File: src/rtl/spi_slave_pkg.sv
// spi_slave_pkg: FSM states, command codes and status bit positions shared by the SPI register-file slave
package spi_slave_pkg;
    typedef enum logic [2:0] {IDLE, CMD, ADDR, DATA, DROP} state_t;
    typedef enum logic [1:0] {OP_WR, OP_RD, OP_ST} op_t;
    localparam logic [3:0] CMD_WRITE = 4'h1;
    localparam logic [3:0] CMD_READ = 4'h2;
    localparam logic [3:0] CMD_RDSTAT = 4'h5;
    localparam int STAT_ERR = 0;
    localparam int STAT_LWW = 1;
endpackage

File: src/rtl/spi_slave_regfile_if.sv
// spi_slave_regfile_if: SPI pins between a bus master and the register-file slave
interface spi_slave_regfile_if;
    logic SSB;
    logic MOSI;
    logic MISO;
    modport master (output SSB, output MOSI, input MISO);
    modport slave (input SSB, input MOSI, output MISO);
endinterface

File: src/rtl/spi_regfile.sv
// spi_regfile: DEPTH x DW storage with one synchronous write port and one asynchronous read port
module spi_regfile #(
    parameter int DW = 8,
    parameter int DEPTH = 16,
    localparam int RW = DEPTH > 1 ? $clog2(DEPTH) : 1
) (
    input  logic          clk,
    input  logic          we,
    input  logic [RW-1:0] waddr,
    input  logic [DW-1:0] wdata,
    input  logic [RW-1:0] raddr,
    output logic [DW-1:0] rdata
);
    logic [DW-1:0] mem_q [DEPTH];
    always_ff @(posedge clk) begin
        if (we) mem_q[waddr] <= wdata;
    end
    assign rdata = 32'(raddr) < DEPTH ? mem_q[raddr] : '0;
endmodule

File: src/rtl/spi_slave_regfile.sv
// spi_slave_regfile: SPI slave (cmd, addr, data words) fronting a register file.
// Define SPI_SLAVE_AUTOINC_EN to advance the address after every data word.
module spi_slave_regfile
    import spi_slave_pkg::*;
#(
    parameter int DW = 8,
    parameter int AW = 4,
    parameter int DEPTH = 16
) (
    input  logic                      SCK,
    input  logic                      reset,
    spi_slave_regfile_if.slave        sif,
    output logic                      frame_active,
    output logic                      wr_pulse,
    output logic [AW-1:0]             wr_addr,
    output logic [DW-1:0]             wr_data
);
    localparam int CW = $clog2(DW);
    localparam int RW = DEPTH > 1 ? $clog2(DEPTH) : 1;
    state_t state_q, state_d;
    op_t op_q, op_d;
    logic [CW-1:0] cnt_q, cnt_d;
    logic [DW-2:0] sh_q, sh_d;
    logic [DW-1:0] tx_q, tx_d, wr_data_q, wr_data_d, word, rdata, stat;
    logic [AW-1:0] addr_q, addr_d, addr_nxt, raddr, wr_addr_q, wr_addr_d;
    logic err_q, err_d, lww_q, lww_d, wr_pulse_q, wr_pulse_d;
    logic done, known, rd_ok, wr_ok;
    assign word = {sh_q, sif.MOSI};
    assign done = cnt_q == CW'(DW - 1);
    assign known = word[3:0] == CMD_WRITE || word[3:0] == CMD_READ || word[3:0] == CMD_RDSTAT;
`ifdef SPI_SLAVE_AUTOINC_EN
    assign addr_nxt = addr_q == AW'(DEPTH - 1) ? '0 : addr_q + AW'(1);
`else
    assign addr_nxt = addr_q;
`endif
    // the read port looks at the address being completed, else at the next data word's address
    assign raddr = state_q == ADDR ? word[AW-1:0] : addr_nxt;
    assign rd_ok = 32'(raddr) < DEPTH;
    assign wr_ok = 32'(addr_q) < DEPTH;
    always_comb begin
        stat = '0;
        stat[STAT_ERR] = err_q;
        stat[STAT_LWW] = lww_q;
    end
    spi_regfile #(.DW(DW), .DEPTH(DEPTH)) u_rf (
        .clk(SCK),
        .we(wr_pulse_d && !reset),
        .waddr(addr_q[RW-1:0]),
        .wdata(word),
        .raddr(raddr[RW-1:0]),
        .rdata(rdata)
    );
    always_comb begin
        state_d = state_q;
        op_d = op_q;
        cnt_d = done ? '0 : cnt_q + CW'(1);
        sh_d = word[DW-2:0];
        addr_d = addr_q;
        tx_d = state_q == DATA ? tx_q << 1 : tx_q;
        err_d = err_q;
        lww_d = lww_q;
        wr_pulse_d = 1'b0;
        wr_addr_d = wr_addr_q;
        wr_data_d = wr_data_q;
        if (sif.SSB) begin
            state_d = IDLE;
            cnt_d = '0;
            sh_d = '0;
        end else if (state_q == IDLE) begin
            state_d = CMD;
            cnt_d = CW'(1);
            sh_d = (DW-1)'(sif.MOSI);
        end else if (done && state_q == CMD) begin
            state_d = !known ? DROP : word[3:0] == CMD_RDSTAT ? DATA : ADDR;
            op_d = word[3:0] == CMD_WRITE ? OP_WR : word[3:0] == CMD_READ ? OP_RD : OP_ST;
            tx_d = word[3:0] == CMD_RDSTAT ? stat : '0;
            err_d = err_q | !known;
        end else if (done && state_q == ADDR) begin
            state_d = DATA;
            addr_d = word[AW-1:0];
            if (op_q == OP_RD) begin
                tx_d = rd_ok ? rdata : '0;
                err_d = err_q | !rd_ok;
                lww_d = 1'b0;
            end
        end else if (done && state_q == DATA) begin
            addr_d = addr_nxt;
            if (op_q == OP_RD) begin
                tx_d = rd_ok ? rdata : '0;
                err_d = err_q | !rd_ok;
            end else if (op_q == OP_WR) begin
                wr_pulse_d = wr_ok;
                wr_addr_d = wr_ok ? addr_q : wr_addr_q;
                wr_data_d = wr_ok ? word : wr_data_q;
                lww_d = lww_q | wr_ok;
                err_d = err_q | !wr_ok;
            end else begin
                err_d = 1'b0;
            end
        end
    end
    always_ff @(posedge SCK) begin
        if (reset) begin
            state_q <= IDLE;
            op_q <= OP_WR;
            cnt_q <= '0;
            sh_q <= '0;
            addr_q <= '0;
            tx_q <= '0;
            err_q <= 1'b0;
            lww_q <= 1'b0;
            wr_pulse_q <= 1'b0;
            wr_addr_q <= '0;
            wr_data_q <= '0;
        end else begin
            state_q <= state_d;
            op_q <= op_d;
            cnt_q <= cnt_d;
            sh_q <= sh_d;
            addr_q <= addr_d;
            tx_q <= tx_d;
            err_q <= err_d;
            lww_q <= lww_d;
            wr_pulse_q <= wr_pulse_d;
            wr_addr_q <= wr_addr_d;
            wr_data_q <= wr_data_d;
        end
    end
    assign sif.MISO = state_q == DATA && tx_q[DW-1];
    assign frame_active = state_q != IDLE;
    assign wr_pulse = wr_pulse_q;
    assign wr_addr = wr_addr_q;
    assign wr_data = wr_data_q;
endmodule

File: src/flat_wrapper.sv
// flat-port wrapper written by rule: the top's interface ports become plain ports
module spi_slave_regfile_flat import spi_slave_pkg::*;
#(
    parameter int DW = 8,
    parameter int AW = 4,
    parameter int DEPTH = 16
)
  (SCK, reset, frame_active, wr_pulse, wr_addr, wr_data, sif_SSB, sif_MOSI, sif_MISO);
  spi_slave_regfile_if sif_i ();
  input  logic SCK;
  input  logic reset;
  output logic frame_active;
  output logic wr_pulse;
  output logic [AW-1:0] wr_addr;
  output logic [DW-1:0] wr_data;
  input wire logic [$bits(sif_i.SSB)-1:0] sif_SSB;
  input wire logic [$bits(sif_i.MOSI)-1:0] sif_MOSI;
  output wire logic [$bits(sif_i.MISO)-1:0] sif_MISO;
  assign sif_i.SSB = sif_SSB;
  assign sif_i.MOSI = sif_MOSI;
  assign sif_MISO = sif_i.MISO;
  spi_slave_regfile #(.DW(DW), .AW(AW), .DEPTH(DEPTH)) u_core (.SCK(SCK), .reset(reset), .sif(sif_i), .frame_active(frame_active), .wr_pulse(wr_pulse), .wr_addr(wr_addr), .wr_data(wr_data));
endmodule
File: config.mk
export PLATFORM = sky130hd
export DESIGN_NAME = spi_slave_regfile_flat
export DESIGN_NICKNAME = d
export VERILOG_FILES = /design/src/rtl/spi_slave_pkg.sv /design/src/rtl/spi_slave_regfile_if.sv /design/src/rtl/spi_regfile.sv /design/src/rtl/spi_slave_regfile.sv /design/src/flat_wrapper.sv
export SDC_FILE = /design/constraint.sdc
export NUM_CORES = 1
export LEC_CHECK = 0
export CELL_PAD_IN_SITES_DETAIL_PLACEMENT = 0
export CELL_PAD_IN_SITES_GLOBAL_PLACEMENT = 2
export CORE_MARGIN = 2
export CORE_UTILIZATION = 34
export CTS_CLUSTER_SIZE = 30
export DETAILED_ROUTE_END_ITERATION = 8
export GPL_TIMING_DRIVEN = 0
export PLACE_DENSITY_LB_ADDON = 0.3
export SYNTH_ARGS = -nofsm -noshare
export SYNTH_HDL_FRONTEND = slang
export SYNTH_HIERARCHICAL = 1
export SYNTH_SLANG_ARGS = --single-unit
File: constraint.sdc
create_clock -name SCK -period 3.73 [get_ports SCK]
set_clock_uncertainty 0.05 [all_clocks]
set_input_delay 0.9325 -clock SCK [delete_from_list [all_inputs] [get_ports SCK]]
set_output_delay 0.9325 -clock SCK [all_outputs]
set_load 0.01 [all_outputs]
==> metrics.csv <==
metric,value,unit
largest_fanout_on_the_critical_path,10,
post_route_cells_drive_above_1_share,0.194,
grt_pass1_wl,23600,um
globalRoute.totalOverflow,0,
syn-num-nets,439,
max_cap_viol_count,0,
ys.warnings.count,6,
dpl.hpwl,10100,um
endpoint_of_the_worst_hold_timing_path,u_core/err_q,
max-vdd-ir-drop,0.305,mV
finalHoldViolations,0,
firstDrtPassIters,5,
antenna_violating_nets_post_route,0,
htree_num_levels,4,
clockRootBuffer,sky130_fd_sc_hd__clkbuf_16,
depth_of_the_most_critical_reg_to_reg_path,13,
fill_cells,1899,
timing.critical_path.from_type,flip-flop,
synth_largest_type_area_fraction,0.552,
outcome,"complete, no violations",
synth_area_per_cell,16.1,um2
synth_compound_area_frac,0.0537,
ys_ff_latch,170,
remaining_design_rule_violation_count,0,
gate_count_post_synth,433,
clk_latency,0.42,ns
launch_point_of_the_worst_reg_to_reg_path,u_core/state_q[1],
antennaDiodeCount,0,
ff_latch_area,4680,um2
drt_first_iter_violations,258,
r2r_end,u_core/tx_q[1],
grt_antenna_before_repair,0,
ios,19,
row_count,52,
netlist.top_cell.by_area,sky130_fd_sc_hd__edfxtp_1,
vias,3846,
hold_depth,2,
worstPathArrival,3.81,ns
synth_top_family_by_area,multiplexers,
synth_adder_area_share,0.00359,
design.final.nets,473,
pnr_worst_setup_slack,0.186,ns
track_usage,0.149,
die-area,21700,um2
via_per_inst,5.13,
reported_leakage_power,0.00242,uW
setup_viol,0,
clock_power_share,0.449,
grt_setup_unrepaired,false,
maximum_number_of_pins_on_one_net_before_global_route_repair,26,
intPower,2990,uW
io_buffers,16,
synth_commonest_cells,"sky130_fd_sc_hd__edfxtp_1, sky130_fd_sc_hd__dfxtp_1, sky130_fd_sc_hd__nor2_1",
switching_share,0.198,
synth_seq_area_share,0.672,
fmax,282,MHz
routedWlPerCell,20.5,um
synth.most_common_cell,sky130_fd_sc_hd__edfxtp_1,
post_synth_xor_area_fraction,0.00126,
worst_hold_slack_after_final_layout,0.443,ns
power_frac_seq,0.541,
yosys-top-cells-area,"sky130_fd_sc_hd__edfxtp_1, sky130_fd_sc_hd__dfxtp_1, sky130_fd_sc_hd__mux4_2",
gp_congestion,0.783,
async_reset_ff_frac,0,
chipWidth,147,um
initial_cell_density_of_the_core,0.345,
synthMuxAreaShare,0.156,
finalWirelength,15400,um
clock_tree.buffer_depth,2,
end_kind,flip-flop,
tritoncts,done,
clk_pin_slew,0.07,ns
hold_buffers,0,
tightest_slew,0.962,ns
worst_hold_startpoint,u_core/err_q,
maxSlewViolCount,0,
path_class,flip-flop to flip-flop,
worst-endpoint-required,3.99,ns
post_cts_repair_timing_setup_buffer_count,0,
chipHeight,147,um
edff_count_synth,128,
multiInputGateArea,2150,um2
power.combinational.fraction,0.010,
slew_headroom,0.356,
grt_pass1_vias,3862,
cts_made_buffers,17,
power.net_switching,739,uW
power_per_cell_area,461,nW/um2
timing.final.crit_period,3.54,ns
finalCritPeriodShare,0.950,
worst-r2r-setup-slack,0.19,ns
yosys_most_used_dff,sky130_fd_sc_hd__edfxtp_1,
syn_area,6970,um2
area_growth_syn_to_layout,16.1,%
synth-simple-area-share,0.0855,
core-area,20200,um2
holdCritPathClass,flip-flop to flip-flop,
tritoncts_num_sinks,170,
post_synth_num_cell_types,55,
pre_cts_ws,-1.06,ns
-- power by group through the flow --
stage	sequential (uW)	combinational, uW	clock (uW)
floorplan	2060	23.1	0
global placement	2060	36.9	0
detailed placement	2060	37.0	0
CTS	2020	36.8	1720
global route	2020	40.4	1800
finish	2020	36.5	1680
-- sequential cells by signal (all words and copies together), names as in the netlist --
name,cells
u_core/wr_addr,4
u_core/state_q,3
u_core/wr_data,8
u_core/sh_q,7
u_core/u_rf/mem_q,128
u_core/cnt_q,3
u_core/lww_q,1
u_core/op_q,2
u_core/err_q,1
u_core/addr_nxt,4
u_core/wr_pulse,1
u_core/tx_q,8
-- worst max path at each step --
stage | start | endpoint | cells after the start
after global routing | u_core/cnt_q[0] | u_core/u_rf/mem_q[1][0] | 9
after CTS | u_core/cnt_q[0] | u_core/u_rf/mem_q[1][0] | 9
after floorplan | sif_SSB | u_core/u_rf/mem_q[0][0] | 8
after detailed placement | sif_MOSI | u_core/tx_q[1] | 12
final | u_core/state_q[1] | u_core/tx_q[1] | 13
after global placement | sif_MOSI | u_core/tx_q[1] | 12
-- cell families after synthesis --
family                   after synthesis
flip-flops                           170
AO/OA/AOI/OAI                         54
buffers and inverters                 31
multiplexers                          62
XOR/XNOR                               1
adder cells (fa/ha/maj)                2
AND/OR/NAND/NOR                      113
-- routing by layer --
layer / GRT usage / vias up / routed length, um
met3: 0.0301 / 15 / 362
met2: 0.236 / 50 / 7420
li1: - / 1776 / -
met1: 0.207 / 2005 / 7340
met4: 0.0486 / 0 / 247
met5: 0 / - / 0
-- final cells by class --
type	count	share of cell area
clock buffers	23	0.0631
plain buffers	26	0.0213
flip-flops and latches	170	0.579
repair buffers	16	0.0200
multi-input cells	232	0.265
clock inverters	9	0.00758
well taps	270	0.0418
inverters	4	0.00186
-- layout by cell type (no fill, tap or decap), types with 4 or more instances in the layout --
cell,Yosys,layout
sky130_fd_sc_hd__a211oi_1,4,4
sky130_fd_sc_hd__a21oi_1,11,11
sky130_fd_sc_hd__a22oi_1,17,15
sky130_fd_sc_hd__and2_1,7,7
sky130_fd_sc_hd__buf_2,9,9
sky130_fd_sc_hd__buf_6,5,5
sky130_fd_sc_hd__clkbuf_1,8,9
sky130_fd_sc_hd__clkbuf_16,0,19
sky130_fd_sc_hd__clkdlybuf4s50_1,0,15
sky130_fd_sc_hd__clkinv_2,0,4
sky130_fd_sc_hd__dfxtp_1,42,42
sky130_fd_sc_hd__edfxtp_1,128,128
sky130_fd_sc_hd__inv_1,4,4
sky130_fd_sc_hd__mux2_2,11,11
sky130_fd_sc_hd__mux2i_1,19,19
sky130_fd_sc_hd__mux4_1,14,14
sky130_fd_sc_hd__mux4_2,18,18
sky130_fd_sc_hd__nand2_1,18,18
sky130_fd_sc_hd__nand2b_1,5,5
sky130_fd_sc_hd__nand3b_1,4,4
sky130_fd_sc_hd__nor2_1,41,38
sky130_fd_sc_hd__nor2b_1,4,4
sky130_fd_sc_hd__nor3_1,11,7
sky130_fd_sc_hd__o21ai_0,6,6
-- timing repair --
item | CTS | global route
pin swaps | 0 | 0
endpoints found under the setup margin | 29 | 34
gates resized for setup | 7 | 7
-- stage by stage --
| stage | cells | instance area (um2) | util | total power (uW) | setup TNS (ns) |
|---|---|---|---|---|---|
| 2_1_floorplan | 433 | 6970 | - | 2080 | 0 |
| 3_3_place_gp | 719 | 7460 | 0.370 | 2100 | -30.58 |
| 3_5_place_dp | 719 | 7470 | 0.370 | 2100 | -26.96 |
| 4_1_cts | 750 | 8060 | 0.400 | 3770 | 0 |
| 5_1_grt | 750 | 8090 | 0.401 | 3850 | 0 |
| 6_report | 750 | 8090 | 0.401 | 3730 | 0 |
-- critical path: stages, from the launching register on --
cell                       delay (ns)
sky130_fd_sc_hd__dfxtp_1         0.30
sky130_fd_sc_hd__buf_2           0.18
sky130_fd_sc_hd__buf_2           0.25
sky130_fd_sc_hd__nor3b_4         0.34
sky130_fd_sc_hd__mux2_2          0.39
sky130_fd_sc_hd__buf_6           0.14
sky130_fd_sc_hd__buf_6           0.16
sky130_fd_sc_hd__mux4_1          0.47
sky130_fd_sc_hd__a22oi_2         0.30
sky130_fd_sc_hd__nand2_1         0.17
sky130_fd_sc_hd__nand3b_1        0.11
sky130_fd_sc_hd__mux2_2          0.15
sky130_fd_sc_hd__o221ai_1        0.11
sky130_fd_sc_hd__o31a_1          0.30
No activity file was read; power rests on OpenSTA's default activity.
==> RTL change 1, RTL diff (config.mk and constraints unchanged) <==
Put one more register stage on the output `wr_addr`, with the module's reset. The value now appears one clock later. The other outputs are not delayed to match.
--- a/src/rtl/spi_slave_regfile.sv
+++ b/src/rtl/spi_slave_regfile.sv
@@ -129,7 +129,13 @@
     assign sif.MISO = state_q == DATA && tx_q[DW-1];
     assign frame_active = state_q != IDLE;
     assign wr_pulse = wr_pulse_q;
-    assign wr_addr = wr_addr_q;
+    always_ff @(posedge SCK) begin
+        if (reset) begin
+            wr_addr <= '0;
+        end else begin
+            wr_addr <= wr_addr_q;
+        end
+    end
     assign wr_data = wr_data_q;
 endmodule
 
Formal check against the unedited RTL: same outputs for any inputs over 10 cycles, from zero or initial values and one cycle with reset high; that may be too few to reach the edited logic, so the function may still have changed.
==> RTL change 1 against the unedited design <==
- routed wire length shrank 1.8%
- total power is 2.6% higher
- synthesized area is 0.20% lower
- setup slack improved by 0.068 ns
- count of clock-buffer cells in the layout shrank 5
- synthesized cell count fell by 4.4%
- utilization shrank 0.12 points
- sequential cell count up 4
- critical path depth down 5
- via count down 3.4%
- cell area down 0.29%
- global-route usage is 0.071 points lower
- critical path type unchanged
- critical endpoint is now u_core/u_rf/mem_q[3][4]
- highest routed layer unchanged
==> RTL change 1: results (changes against the unedited design) <==
Sorting the synthesized cells by how often they occur yields sky130_fd_sc_hd__edfxtp_1, sky130_fd_sc_hd__dfxtp_1, sky130_fd_sc_hd__nor2_1. The global-route wire length before repair is 23.5 mm (-0.44%). The post-layout net count is 457 (-3.4%), and the data arrival time at the worst-slack endpoint is 3.49 ns (-0.32 ns). The run gives 14.8% (-0.071 points) as the overall global routing resource usage. For the count of inserted antenna diode cells, the log shows 0 (unchanged).

The per-instance average area after synthesis came out at 16.8 sq um (+4.4%). The area of placed instances is 7450 sq um (-0.25%), and the net count of the mapped netlist is 421 (-4.1%). The run gives 0.43 ns as the clock network latency to the later pin of the worst-skew pair. The clock root buffer is sky130_fd_sc_hd__clkbuf_16.

Cell with the largest stage delay on the worst path: sky130_fd_sc_hd__or3b_2. The placer congestion estimate came out at 0.730 (-6.7%). The async set-reset flop share out of synthesis works out to 0% (unchanged). The run gives 3010 uW (+0.58%) as the internal power. Area growth from synthesis to layout: 16.0% (about the same). For the via total after detailed routing, the log shows 3714 (-3.4%). By area the synthesized netlist is led by sky130_fd_sc_hd__edfxtp_1, sky130_fd_sc_hd__dfxtp_1, sky130_fd_sc_hd__mux4_2, sky130_fd_sc_hd__mux4_1, sky130_fd_sc_hd__mux2i_1. The run gives 17 (unchanged) as the number of buffers created by CTS.

The tools report the number of buffers on the longest clock path as 2 (unchanged). Delay of the slowest critical-path stage: 0.57 ns (+0.10 ns). The run gives 733 (-2.3%) as the number of cells in the finished layout apart from fillers. The tools report the initial antenna violation count as 0 (unchanged). The share of layout cells above drive strength 1 was 18.6% (-0.80 points). The tools report the H-tree depth as 4 (unchanged). u_core/u_rf/mem_q holds more flip-flops than any other register. The flip-flop count of the largest register after layout is 128 (unchanged), and the largest net degree at the start of global routing is 25 (-3.8%). The maximum vdd drop is 0.352 mV (+16%), and the average detailed-routed wire length per instance is 20.6 um (+0.46%). The family with the most delay on the worst path was simple AND/OR/NAND/NOR gates. The clock slew at the register clock pins of the worst setup and hold paths works out to 0.07 ns (about the same). The distinct cell type count after synthesis is 50 (-9.1%). The tools report the sequential-to-total area share from yosys stat as 68.5% (+1.3 points). The first-pass detailed-route iteration total was 5 (unchanged); the number of warnings printed during yosys synthesis was 6 (unchanged).

The tools report the starting DRC count in detailed routing as 309 (+20%). The logs give 700 (-2.6%) for the placed cell count and 9.72 mm (-4.1%) for the placed wire-length estimate after detailed placement. The run finished with clean final reports. The highest fanout seen on the critical path came out at 10 (unchanged). Number of enable-type register cells in the synthesized netlist: 128 (unchanged). The number of global-route vias before repair was 3829 (-0.85%); the static power due to leakage was 0.00291 uW (+20%).

The tools report the worst setup timing slack at the placement stage as -0.620 ns (+0.440 ns). The worst hold path belongs to the class reg -> reg. The slew of the pin with the lowest slew margin was 0.976 ns (+0.0133 ns). The post-route antenna net violation count was 0 (unchanged). The number of I/O port buffers is 16 (unchanged).

The number of filler cells placed in the layout is 1886 (-0.68%).
## RTL change 1: kinds of logic after synthesis
group	after synthesis	synth area share (%)
adders and majority gates	3	0.540
AOI/OAI and AO/OA	44	5.02
buffers and inverters	25	2.23
xor gates and xnor gates	1	0.126
muxes	61	15.4
and+or+nand+nor	106	8.15
DFF	174	68.5
## RTL change 1: power groups by stage
stage	Sequential [uW]	Combinational (uW)	Clock, uW
floorplan	2100	19.9	0
global placement	2100	33.7	0
detailed placement	2100	34.1	0
CTS	2060	33.7	1760
global route	2060	37.2	1850
finish	2060	33.5	1730
## RTL change 1: worst register-to-register path, stage by stage, from the launching register on
cell                        delay, ns
sky130_fd_sc_hd__dfxtp_1         0.32
sky130_fd_sc_hd__ha_1            0.21
sky130_fd_sc_hd__ha_1            0.29
sky130_fd_sc_hd__nand2b_1        0.25
sky130_fd_sc_hd__a2111oi_4       0.39
sky130_fd_sc_hd__buf_6           0.23
sky130_fd_sc_hd__nor2b_1         0.34
sky130_fd_sc_hd__or3b_2          0.57
sky130_fd_sc_hd__nor2_2          0.46
## RTL change 1: worst paths after layout
check / from / end / slack, ns / depth (start not counted)
worst min register to register: u_core/wr_addr_q[0] / u_core/wr_addr[0] / 0.41 / 1
worst min-delay path: u_core/wr_addr_q[0] / u_core/wr_addr[0] / 0.41 / 1
worst max-delay path: u_core/cnt_q[0] / u_core/u_rf/mem_q[3][4] / 0.25 / 8
worst max register to register: u_core/cnt_q[0] / u_core/u_rf/mem_q[3][4] / 0.25 / 8
## RTL change 1: area by class of cell
| class | instances | share of cell area (%) |
|---|---|---|
| flip-flops and latches | 174 | 59.1 |
| multi-input cells | 215 | 25.6 |
| clock buffers | 18 | 5.32 |
| well taps | 270 | 4.19 |
| repair buffers | 17 | 2.02 |
| clock inverters | 14 | 1.85 |
| plain buffers | 20 | 1.69 |
| inverters | 5 | 0.233 |
## RTL change 1: metal layers
metal	GRT usage (%)	part of all wire [%]	up-vias
met2	24.0	49	61
met3	3.70	2.6	24
met4	4.23	1.7	0
li1	-	-	1705
met5	0	0	-
met1	20.0	46	1924
## RTL change 1: per-stage QoR
stage               hold WS, ns  total power, uW
global placement          0.408             2140
CTS                       0.410             3860
detailed placement        0.399             2140
global route              0.419             3950
floorplan                 0.387             2120
finish                    0.413             3830
## RTL change 1: timing repair
item | in CTS | in global routing
setup endpoints to repair | 74 | 9
gates resized for setup | 8 | 3
pin swaps | 1 | 0
setup buffers | 1 | 0
==> RTL change 2, RTL diff (same flow settings) <==
Made on the original files. `DW` is set to 8 in 3 places; all go to 16.
--- a/src/rtl/spi_regfile.sv
+++ b/src/rtl/spi_regfile.sv
@@ -1,6 +1,6 @@
 // spi_regfile: DEPTH x DW storage with one synchronous write port and one asynchronous read port
 module spi_regfile #(
-    parameter int DW = 8,
+    parameter int DW = 16,
     parameter int DEPTH = 16,
     localparam int RW = DEPTH > 1 ? $clog2(DEPTH) : 1
 ) (
--- a/src/rtl/spi_slave_regfile.sv
+++ b/src/rtl/spi_slave_regfile.sv
@@ -3,7 +3,7 @@
 module spi_slave_regfile
     import spi_slave_pkg::*;
 #(
-    parameter int DW = 8,
+    parameter int DW = 16,
     parameter int AW = 4,
     parameter int DEPTH = 16
 ) (
--- a/src/flat_wrapper.sv
+++ b/src/flat_wrapper.sv
@@ -1,7 +1,7 @@
 // flat-port wrapper written by rule: the top's interface ports become plain ports
 module spi_slave_regfile_flat import spi_slave_pkg::*;
 #(
-    parameter int DW = 8,
+    parameter int DW = 16,
     parameter int AW = 4,
     parameter int DEPTH = 16
 )
Interface: changed (resized wr_data); port bits go from 19 to 27. No check against the original RTL was run, so the function may have changed too.
==> RTL change 2 against the unedited design <==
- routed wire length rose by 89%
- highest routed layer unchanged
- critical path depth is 2 lower
- largest cell class unchanged
- synthesized area is 81% higher
- total power is 99% higher
- sequential cell count up 153
- cell area grew 85%
- critical path type unchanged
- setup slack worse by 0.052 ns
- critical endpoint unchanged
==> RTL change 2: results (changes against the unedited design) <==
The flow ran to the end, and the final reports show no timing, DRC or antenna violations. The flip-flop count of the largest register after layout is 256 (+100%). The area of placed instances is 13700 sq um (+83%), and the distinct cell type count after synthesis is 49 (-11%).

The data arrival time at the worst-slack endpoint was 3.91 ns (+0.10 ns); the delay of the slowest critical-path stage was 0.62 ns (+0.15 ns). The run gives 0.52 ns (+0.10 ns) as the clock network latency to the later pin of the worst-skew pair. The average vias per placed instance was 5.16 (+0.60%); the met3 wire length was 1.74 mm (+380%). The number of cells in the finished layout apart from fillers is 1266 (+69%), and the sequential-to-total area share from yosys stat is 71.8% (+4.5 points). The number of buffers created by CTS is 36 (+19), and the largest net degree at the start of global routing is 25 (-3.8%). Number of global-route vias before repair: 6723 (+74%). The sum of met2 wire segment lengths after detailed routing came out at 14.0 mm (+89%). The tools report the number of filler cells placed in the layout as 3229 (+70%). Sorting the synthesized cells by area gives the leading types as sky130_fd_sc_hd__edfxtp_1, sky130_fd_sc_hd__dfxtp_1, sky130_fd_sc_hd__mux4_2, sky130_fd_sc_hd__mux2i_1, sky130_fd_sc_hd__mux4_1. The number of enable-type register cells in the synthesized netlist was 256 (+100%); the area of the multi-input gates was 3400 sq um (+59%).

The tools report the net count of the mapped netlist as 697 (+59%). The share of layout cells above drive strength 1 is 23.6% (+4.2 points), and the placer congestion estimate is 0.774 (-1.0%). The number of I/O port buffers is 24 (+8).

The cell with the largest stage delay on the worst path was sky130_fd_sc_hd__buf_1. Slew of the pin with the lowest slew margin: 0.983 ns (+0.0207 ns). The global-route wire length before repair was 43.2 mm (+83%); the overall global routing resource usage was 15.4% (+0.50 points). The number of cells produced by synthesis is 692 (+60%). The H-tree depth is 2 (-2).

The placed cell count was 1198 (+67%). The kind of cell with the highest combined delay along the critical path is buffers and inverters. The worst setup timing slack at the placement stage was -1.13 ns (-0.0662 ns); the placed wire-length estimate after detailed placement was 19.6 mm (+94%).

For the post-layout net count, the log shows 775 (+64%). The wire length on met1 is 12.7 mm (+73%). Maximum vdd drop: 0.230 mV (-25%).

The logs give 0.00424 uW (+76%) for the static power due to leakage and 3 (+1) for the number of buffers on the longest clock path. By count the netlist is led by sky130_fd_sc_hd__edfxtp_1, sky130_fd_sc_hd__dfxtp_1, sky130_fd_sc_hd__nor2_1. The starting DRC count in detailed routing came out at 505 (+96%).
RTL change 2: per-layer routing:
metal	up-vias	track usage [%]
met5	-	0
met4	0	4.49
met3	35	3.17
met2	181	24.9
met1	3382	21.2
li1	2933	-
RTL change 2: cell type report:
type	count	share of cell area (%)
Sequential cell	323	60.4
Buffer	40	1.56
Clock inverter	19	1.34
Timing Repair Buffer	40	3.19
Inverter	6	0.151
Multi-Input combinational cell	323	22.8
Tap cell	468	3.92
Clock buffer	47	6.71
RTL change 2: final timing paths:
check                          from           endpoint  slack, ns  cells after the start
hold / removal    u_core/wr_addr[2]  u_core/wr_addr[2]       0.45                      2
setup reg to reg  u_core/state_q[1]     u_core/tx_q[1]       0.13                     11
hold reg to reg   u_core/wr_addr[2]  u_core/wr_addr[2]       0.45                      2
setup / recovery  u_core/state_q[1]     u_core/tx_q[1]       0.13                     11
RTL change 2: cells by family after synthesis:
kind of cell,count (synthesis),synth area share (%)
DFF,323,71.8
and+or+nand+nor,146,6.04
muxes,109,15.4
buffers and inverters,46,2.01
adders and majority gates,1,0.0994
xor gates and xnor gates,3,0.209
AOI/OAI and AO/OA,64,4.50
RTL change 2: where the power goes:
group	switching (uW)	leakage, uW	total (uW)	internal, uW
sequential	5.67	0.00240	3850	3840
combinational	35.8	0.00125	48.8	13.0
clock	1360	0.000595	3530	2180
RTL change 2: timing repair:
item                       CTS  global route
pin swaps                    1             1
hold buffers                 0             0
gates cloned                 0             0
hold endpoints to repair     0             0
gates resized for setup      7             6
setup buffers                1             1
setup endpoints to repair  250            42
